`src/rtl/hex_entry_if.sv`:
```
// Operator-facing bundle for the hex entry controller:
// raw buttons and switch digit in, working/committed values out.
interface hex_entry_if;
  logic [3:0]  In;
  logic        load;
  logic        bksp;
  logic        commit;
  logic [15:0] entry;
  logic [15:0] Out;
  logic [2:0]  count;
  logic        full;
  logic        done;
  logic        ovf;

  modport master (
    output In, load, bksp, commit,
    input  entry, Out, count, full, done, ovf
  );

  modport slave (
    input  In, load, bksp, commit,
    output entry, Out, count, full, done, ovf
  );
endinterface

```
`src/rtl/hex_entry_controller.sv`:
```
// Debounced 4-digit hex entry: load/backspace/commit buttons shift
// switch nibbles into a working word and commit it to Out.
module hex_entry_controller #(
  parameter int unsigned DB_CYCLES = 50000,
  parameter int unsigned DB_W      = 16
) (
  input  logic       clk,
  input  logic       reset,
  hex_entry_if.slave bus
);
  localparam logic [DB_W-1:0] DB_LAST = DB_W'(DB_CYCLES - 1);

  typedef enum logic [1:0] {
    EMPTY,
    PARTIAL,
    FULL
  } state_t;

  logic [2:0]      raw;
  logic [2:0]      s1;
  logic [2:0]      s2;
  logic [2:0]      stable;
  logic [2:0]      stable_d;
  logic [2:0]      armed;
  logic [2:0]      pulse;
  logic [2:0]      act;
  logic [DB_W-1:0] cnt [3];

  logic [15:0] entry_q;
  logic [15:0] out_q;
  logic [2:0]  count_q;
  logic        done_q;
  logic        ovf_q;
  state_t      state;

  assign raw = {bus.commit, bus.bksp, bus.load};

  // A button only arms once its synchronized level has been seen low
  // for a full debounce window, so a press held through reset never
  // fires until it is released and pressed again. DB_CYCLES must
  // exceed the 2-cycle synchronizer fill after reset.
  always_ff @(posedge clk or posedge reset) begin
    if (reset) begin
      s1       <= '0;
      s2       <= '0;
      stable   <= '0;
      stable_d <= '0;
      armed    <= '0;
      for (int i = 0; i < 3; i++) cnt[i] <= '0;
    end else begin
      s1       <= raw;
      s2       <= s1;
      stable_d <= stable;
      for (int i = 0; i < 3; i++) begin
        if (!armed[i]) begin
          if (s2[i]) begin
            cnt[i] <= '0;
          end else if (cnt[i] == DB_LAST) begin
            armed[i] <= 1'b1;
            cnt[i]   <= '0;
          end else begin
            cnt[i] <= cnt[i] + DB_W'(1);
          end
        end else if (s2[i] == stable[i]) begin
          cnt[i] <= '0;
        end else if (cnt[i] == DB_LAST) begin
          stable[i] <= s2[i];
          cnt[i]    <= '0;
        end else begin
          cnt[i] <= cnt[i] + DB_W'(1);
        end
      end
    end
  end

  assign pulse = stable & ~stable_d;

  // Resolve coincident presses to one action: commit > bksp > load.
  assign act[2] = pulse[2];
  assign act[1] = pulse[1] & ~pulse[2];
  assign act[0] = pulse[0] & ~pulse[1] & ~pulse[2];

  always_comb begin
    state = PARTIAL;
    if (count_q == 3'd0)      state = EMPTY;
    else if (count_q == 3'd4) state = FULL;
  end

  always_ff @(posedge clk or posedge reset) begin
    if (reset) begin
      entry_q <= '0;
      out_q   <= '0;
      count_q <= '0;
      done_q  <= 1'b0;
      ovf_q   <= 1'b0;
    end else begin
      done_q <= 1'b0;
      unique case (1'b1)
        act[2]: begin
          if (state != EMPTY) begin
            out_q   <= entry_q;
            done_q  <= 1'b1;
            entry_q <= '0;
            count_q <= '0;
            ovf_q   <= 1'b0;
          end
        end
        act[1]: begin
          if (state != EMPTY) begin
            entry_q <= {4'h0, entry_q[15:4]};
            count_q <= count_q - 3'd1;
          end
        end
        act[0]: begin
          if (state == FULL) begin
            ovf_q <= 1'b1;
          end else begin
            entry_q <= {entry_q[11:0], bus.In};
            count_q <= count_q + 3'd1;
          end
        end
        default: ;
      endcase
    end
  end

  assign bus.entry = entry_q;
  assign bus.Out   = out_q;
  assign bus.count = count_q;
  assign bus.full  = (count_q == 3'd4);
  assign bus.done  = done_q;
  assign bus.ovf   = ovf_q;
endmodule
```
`src/flat_wrapper.sv`:
```
// flat-port wrapper written by rule: the top's interface ports become plain ports
module hex_entry_controller_flat 
#(
  parameter int unsigned DB_CYCLES = 50000,
  parameter int unsigned DB_W      = 16
)
  (clk, reset, bus_In, bus_load, bus_bksp, bus_commit, bus_entry, bus_Out, bus_count, bus_full, bus_done, bus_ovf);
  hex_entry_if bus_i ();
  input  logic clk;
  input  logic reset;
  input wire logic [$bits(bus_i.In)-1:0] bus_In;
  input wire logic [$bits(bus_i.load)-1:0] bus_load;
  input wire logic [$bits(bus_i.bksp)-1:0] bus_bksp;
  input wire logic [$bits(bus_i.commit)-1:0] bus_commit;
  output wire logic [$bits(bus_i.entry)-1:0] bus_entry;
  output wire logic [$bits(bus_i.Out)-1:0] bus_Out;
  output wire logic [$bits(bus_i.count)-1:0] bus_count;
  output wire logic [$bits(bus_i.full)-1:0] bus_full;
  output wire logic [$bits(bus_i.done)-1:0] bus_done;
  output wire logic [$bits(bus_i.ovf)-1:0] bus_ovf;
  assign bus_i.In = bus_In;
  assign bus_i.load = bus_load;
  assign bus_i.bksp = bus_bksp;
  assign bus_i.commit = bus_commit;
  assign bus_entry = bus_i.entry;
  assign bus_Out = bus_i.Out;
  assign bus_count = bus_i.count;
  assign bus_full = bus_i.full;
  assign bus_done = bus_i.done;
  assign bus_ovf = bus_i.ovf;
  hex_entry_controller #(.DB_CYCLES(DB_CYCLES), .DB_W(DB_W)) u_core (.clk(clk), .reset(reset), .bus(bus_i));
endmodule
```
`config.mk`:
```
export PLATFORM = sky130hd
export DESIGN_NAME = hex_entry_controller_flat
export DESIGN_NICKNAME = d
export VERILOG_FILES = /design/src/rtl/hex_entry_if.sv /design/src/rtl/hex_entry_controller.sv /design/src/flat_wrapper.sv
export SDC_FILE = /design/constraint.sdc
export NUM_CORES = 1
export LEC_CHECK = 0
export CAP_MARGIN = 5
export CORE_ASPECT_RATIO = 1.1
export CORE_MARGIN = 2
export CORE_UTILIZATION = 56
export CTS_CLUSTER_SIZE = 20
export DETAILED_ROUTE_END_ITERATION = 10
export PLACE_DENSITY = 0.9
export SYNTH_ARGS = -nofsm -noshare
export SYNTH_HDL_FRONTEND = slang
export SYNTH_SLANG_ARGS = --single-unit
```
`constraint.sdc`:
```
create_clock -name clk -period 4.37 [get_ports clk]
set_input_delay 0.874 -clock clk [delete_from_list [all_inputs] [get_ports clk]]
set_output_delay 0.874 -clock clk [all_outputs]
set_load 0.02 [all_outputs]
```
==> impl_metrics.json <==
{
  "rsz0062_at_grt": "false",
  "drive_gt1_share_pct": 14.2,
  "async_flop_share_pct": 100,
  "outcome": "finished, final reports clean",
  "die_height_um": 97.8,
  "clkTransAtPathRegs_ns": 0.10,
  "port_buffers": 46,
  "route.detailed.drc": 0,
  "period_needed_ns": 2.76,
  "tightest_slew_ns": 0.839,
  "diodes": 0,
  "clk_latency_ns": 0.36,
  "cts-hold-fix-buffers": 0,
  "ys_seq_elements": 100,
  "cts.sinks": 100,
  "hold_path.class": "reg2reg",
  "wire_per_inst_um": 14.9,
  "cts_tree": "done",
  "fillers": 586,
  "finalWirelength_um": 8340,
  "grt_pass1_vias": 3089,
  "vias": 3163,
  "synth_area_leaders": "dfrtp_1 (56%), mux2_2 (7.8%), xnor2_1 (6.6%)",
  "whs_ns": 0.340,
  "synth_area_leader_cell": "dfrtp_1",
  "slew_headroom_pct": 43.9,
  "synth.distinct_cells": 42,
  "initial_core_util_pct": 57.3,
  "p_leak_nw": 2.23,
  "seq_area_frac_synth_pct": 55.8,
  "drtIter0Drc": 166,
  "design_area_mm2": 0.00525,
  "synth_nets": 407,
  "path_class": "reg2out",
  "start_kind": "flop",
  "finalCritPeriodShare_pct": 63.2,
  "fmax_ghz": 0.362,
  "cts_made_buffers": 9,
  "synthCells": 394,
  "irDropWorstVdd_mv": 0.174,
  "clockBufferDepth": 2,
  "core_mm2": 0.00783,
  "grt_max_degree": 70,
  "syn-cell-area_mm2": 0.00448,
  "final_core_util_pct": 67.1,
  "die_w_um": 89.3,
  "drv_cap": 0,
  "grt_first_pass_wirelength_um": 14600,
  "die_area_mm2": 0.00874,
  "syn2layout_area_growth_pct": 17.2,
  "worstPathMaxFanout": 7,
  "fin_skew_ns": 0.0164,
  "synth-warning-count": 0,
  "cp-end-kind": "output port",
  "htreeDepth": 3,
  "avgSynthCellArea_um2": 11.4,
  "maxSlewViolCount": 0,
  "globalplace.congestion": 0.828,
  "fin_tns_setup_ns": 0,
  "grtUsageTotal_pct": 20.8,
  "dp_hpwl_um": 5690,
  "grt_overflow_total": 0,
  "worst_ep_arrival_time_ns": 1.89,
  "hold_violations": 0,
  "finalNetCount": 460,
  "rows": 34,
  "vias_per_cell": 5.65,
  "synth_top_area_share_pct": 55.8,
  "firstDrtPassIters": 5,
  "cts_root_buffer": "clkbuf_8",
  "synth_edf_count": 0,
  "placed_area_mm2": 0.00508,
  "post-cts-setup-buffers": 0,
  "cp.required_ns": 3.50,
  "synth_ff_type": "dfrtp_1",
  "antenna_found_initial": 0,
  "ant_nets": 0,
  "cts_resized": 0,
  "num_io_pins": 47,
  "setup_viol_count_final": 0,
  "power_density_mw_per_mm2": 290
}
[cells in the final DEF (no fill, tap or decap), types with 9 or more instances in the layout]
cell type,instances
nand2_1,21
mux2_2,31
clkbuf_8,9
a22o_1,12
nand3_1,17
xor2_1,9
nor3_1,10
nor4_1,12
nor2_1,50
inv_1,10
clkdlybuf4s50_1,46
o21ai_0,9
nand4_1,10
xnor2_1,34
dfrtp_1,100
[report_power, final]
part / total [W] / switching [W] / internal, W
Sequential: 0.000944 / 0.0000101 / 0.000934
Clock: 0.000536 / 0.000325 / 0.000211
Combinational: 0.0000456 / 0.0000306 / 0.0000150
Total: 0.00153 / 0.000365 / 0.00116
[worst paths after layout]
kind,end,cells after the start,slack [ns],start
worst max-delay path,bus_full,2,1.61,u_core.bus.count[0]
max in group asynchronous,u_core.cnt[10],3,2.57,reset
worst min register to register,u_core.s2[1],0,0.34,u_core.s1[1]
worst max register to register,u_core.bus.count[2],8,2.20,u_core.stable[2]
worst min-delay path,u_core.s2[1],0,0.34,u_core.s1[1]
min in group asynchronous,u_core.cnt[7],2,1.01,reset
[worst max-delay path: stages (launching register included)]
cell             delay [ns]
dfrtp_1                0.47
nor3b_1                0.38
clkdlybuf4s50_1        0.68
[cells by family after synthesis]
kind of cell,after synthesis,synth area share (%)
mux,32,8.01
compound gates,36,6.08
buf+inv,19,1.79
fa+ha+maj,4,1.12
xor+xnor,43,8.40
flops,100,55.8
simple gates,160,18.8
[metal layers]
metal  up-vias  wire (um)  GRT usage, %
met1      1590       3760          28.4
met4         0        157          7.46
met2        62       4180          33.6
met5         -          0             0
li1       1498          -             -
met3        13        245          3.47
[flip-flops by register name, indices dropped and copies added (netlist names)]
register / cells
u_core.bus.count: 3
u_core.cnt: 48
u_core.armed: 3
u_core.bus.entry: 16
u_core.stable_d: 3
u_core.bus.ovf: 1
u_core.bus.done: 1
u_core.bus.Out: 16
u_core.s1: 3
u_core.s2: 3
u_core.stable: 3
[layout make-up]
type / instances / area, um^2 / share of cell area (%)
flip-flops and latches: 100 / 2500 / 47.6
multi-input cells: 275 / 1910 / 36.3
clock buffers: 10 / 128 / 2.43
inverters: 11 / 43.8 / 0.834
clock inverters: 6 / 47.5 / 0.905
well taps: 108 / 135 / 2.57
repair buffers: 50 / 490 / 9.34
[metrics by stage]
stage	std cells	setup WS [ns]	power, W
detailed placement	544	2.02	0.00101
finish	560	1.61	0.00153
global route	560	1.56	0.00158
CTS	560	1.62	0.00154
global placement	544	2.04	0.00101
floorplan	394	0.877	0.000990
[synthesized netlist by cell type (2+ instances only)]
| master | number |
|---|---|
| mux2_2 | 31 |
| nor4b_1 | 3 |
| nor2_1 | 50 |
| nand3_1 | 17 |
| nand2b_1 | 3 |
| nor2b_1 | 5 |
| xor2_1 | 9 |
| nand2_1 | 21 |
| nor4bb_1 | 5 |
| a21bo_2 | 4 |
| dfrtp_1 | 100 |
| xnor2_1 | 34 |
| or4_1 | 2 |
| nor4_1 | 12 |
| nand3_2 | 2 |
| clkbuf_1 | 6 |
| nor3_1 | 11 |
| inv_1 | 11 |
| or3_1 | 2 |
| and2_1 | 3 |
| and3_1 | 6 |
| a21oi_1 | 4 |
| ha_1 | 4 |
| a22o_1 | 12 |
| nand4_1 | 10 |
| o31ai_1 | 3 |
| o21ai_0 | 9 |
No activity file was read; power rests on OpenSTA's default activity.
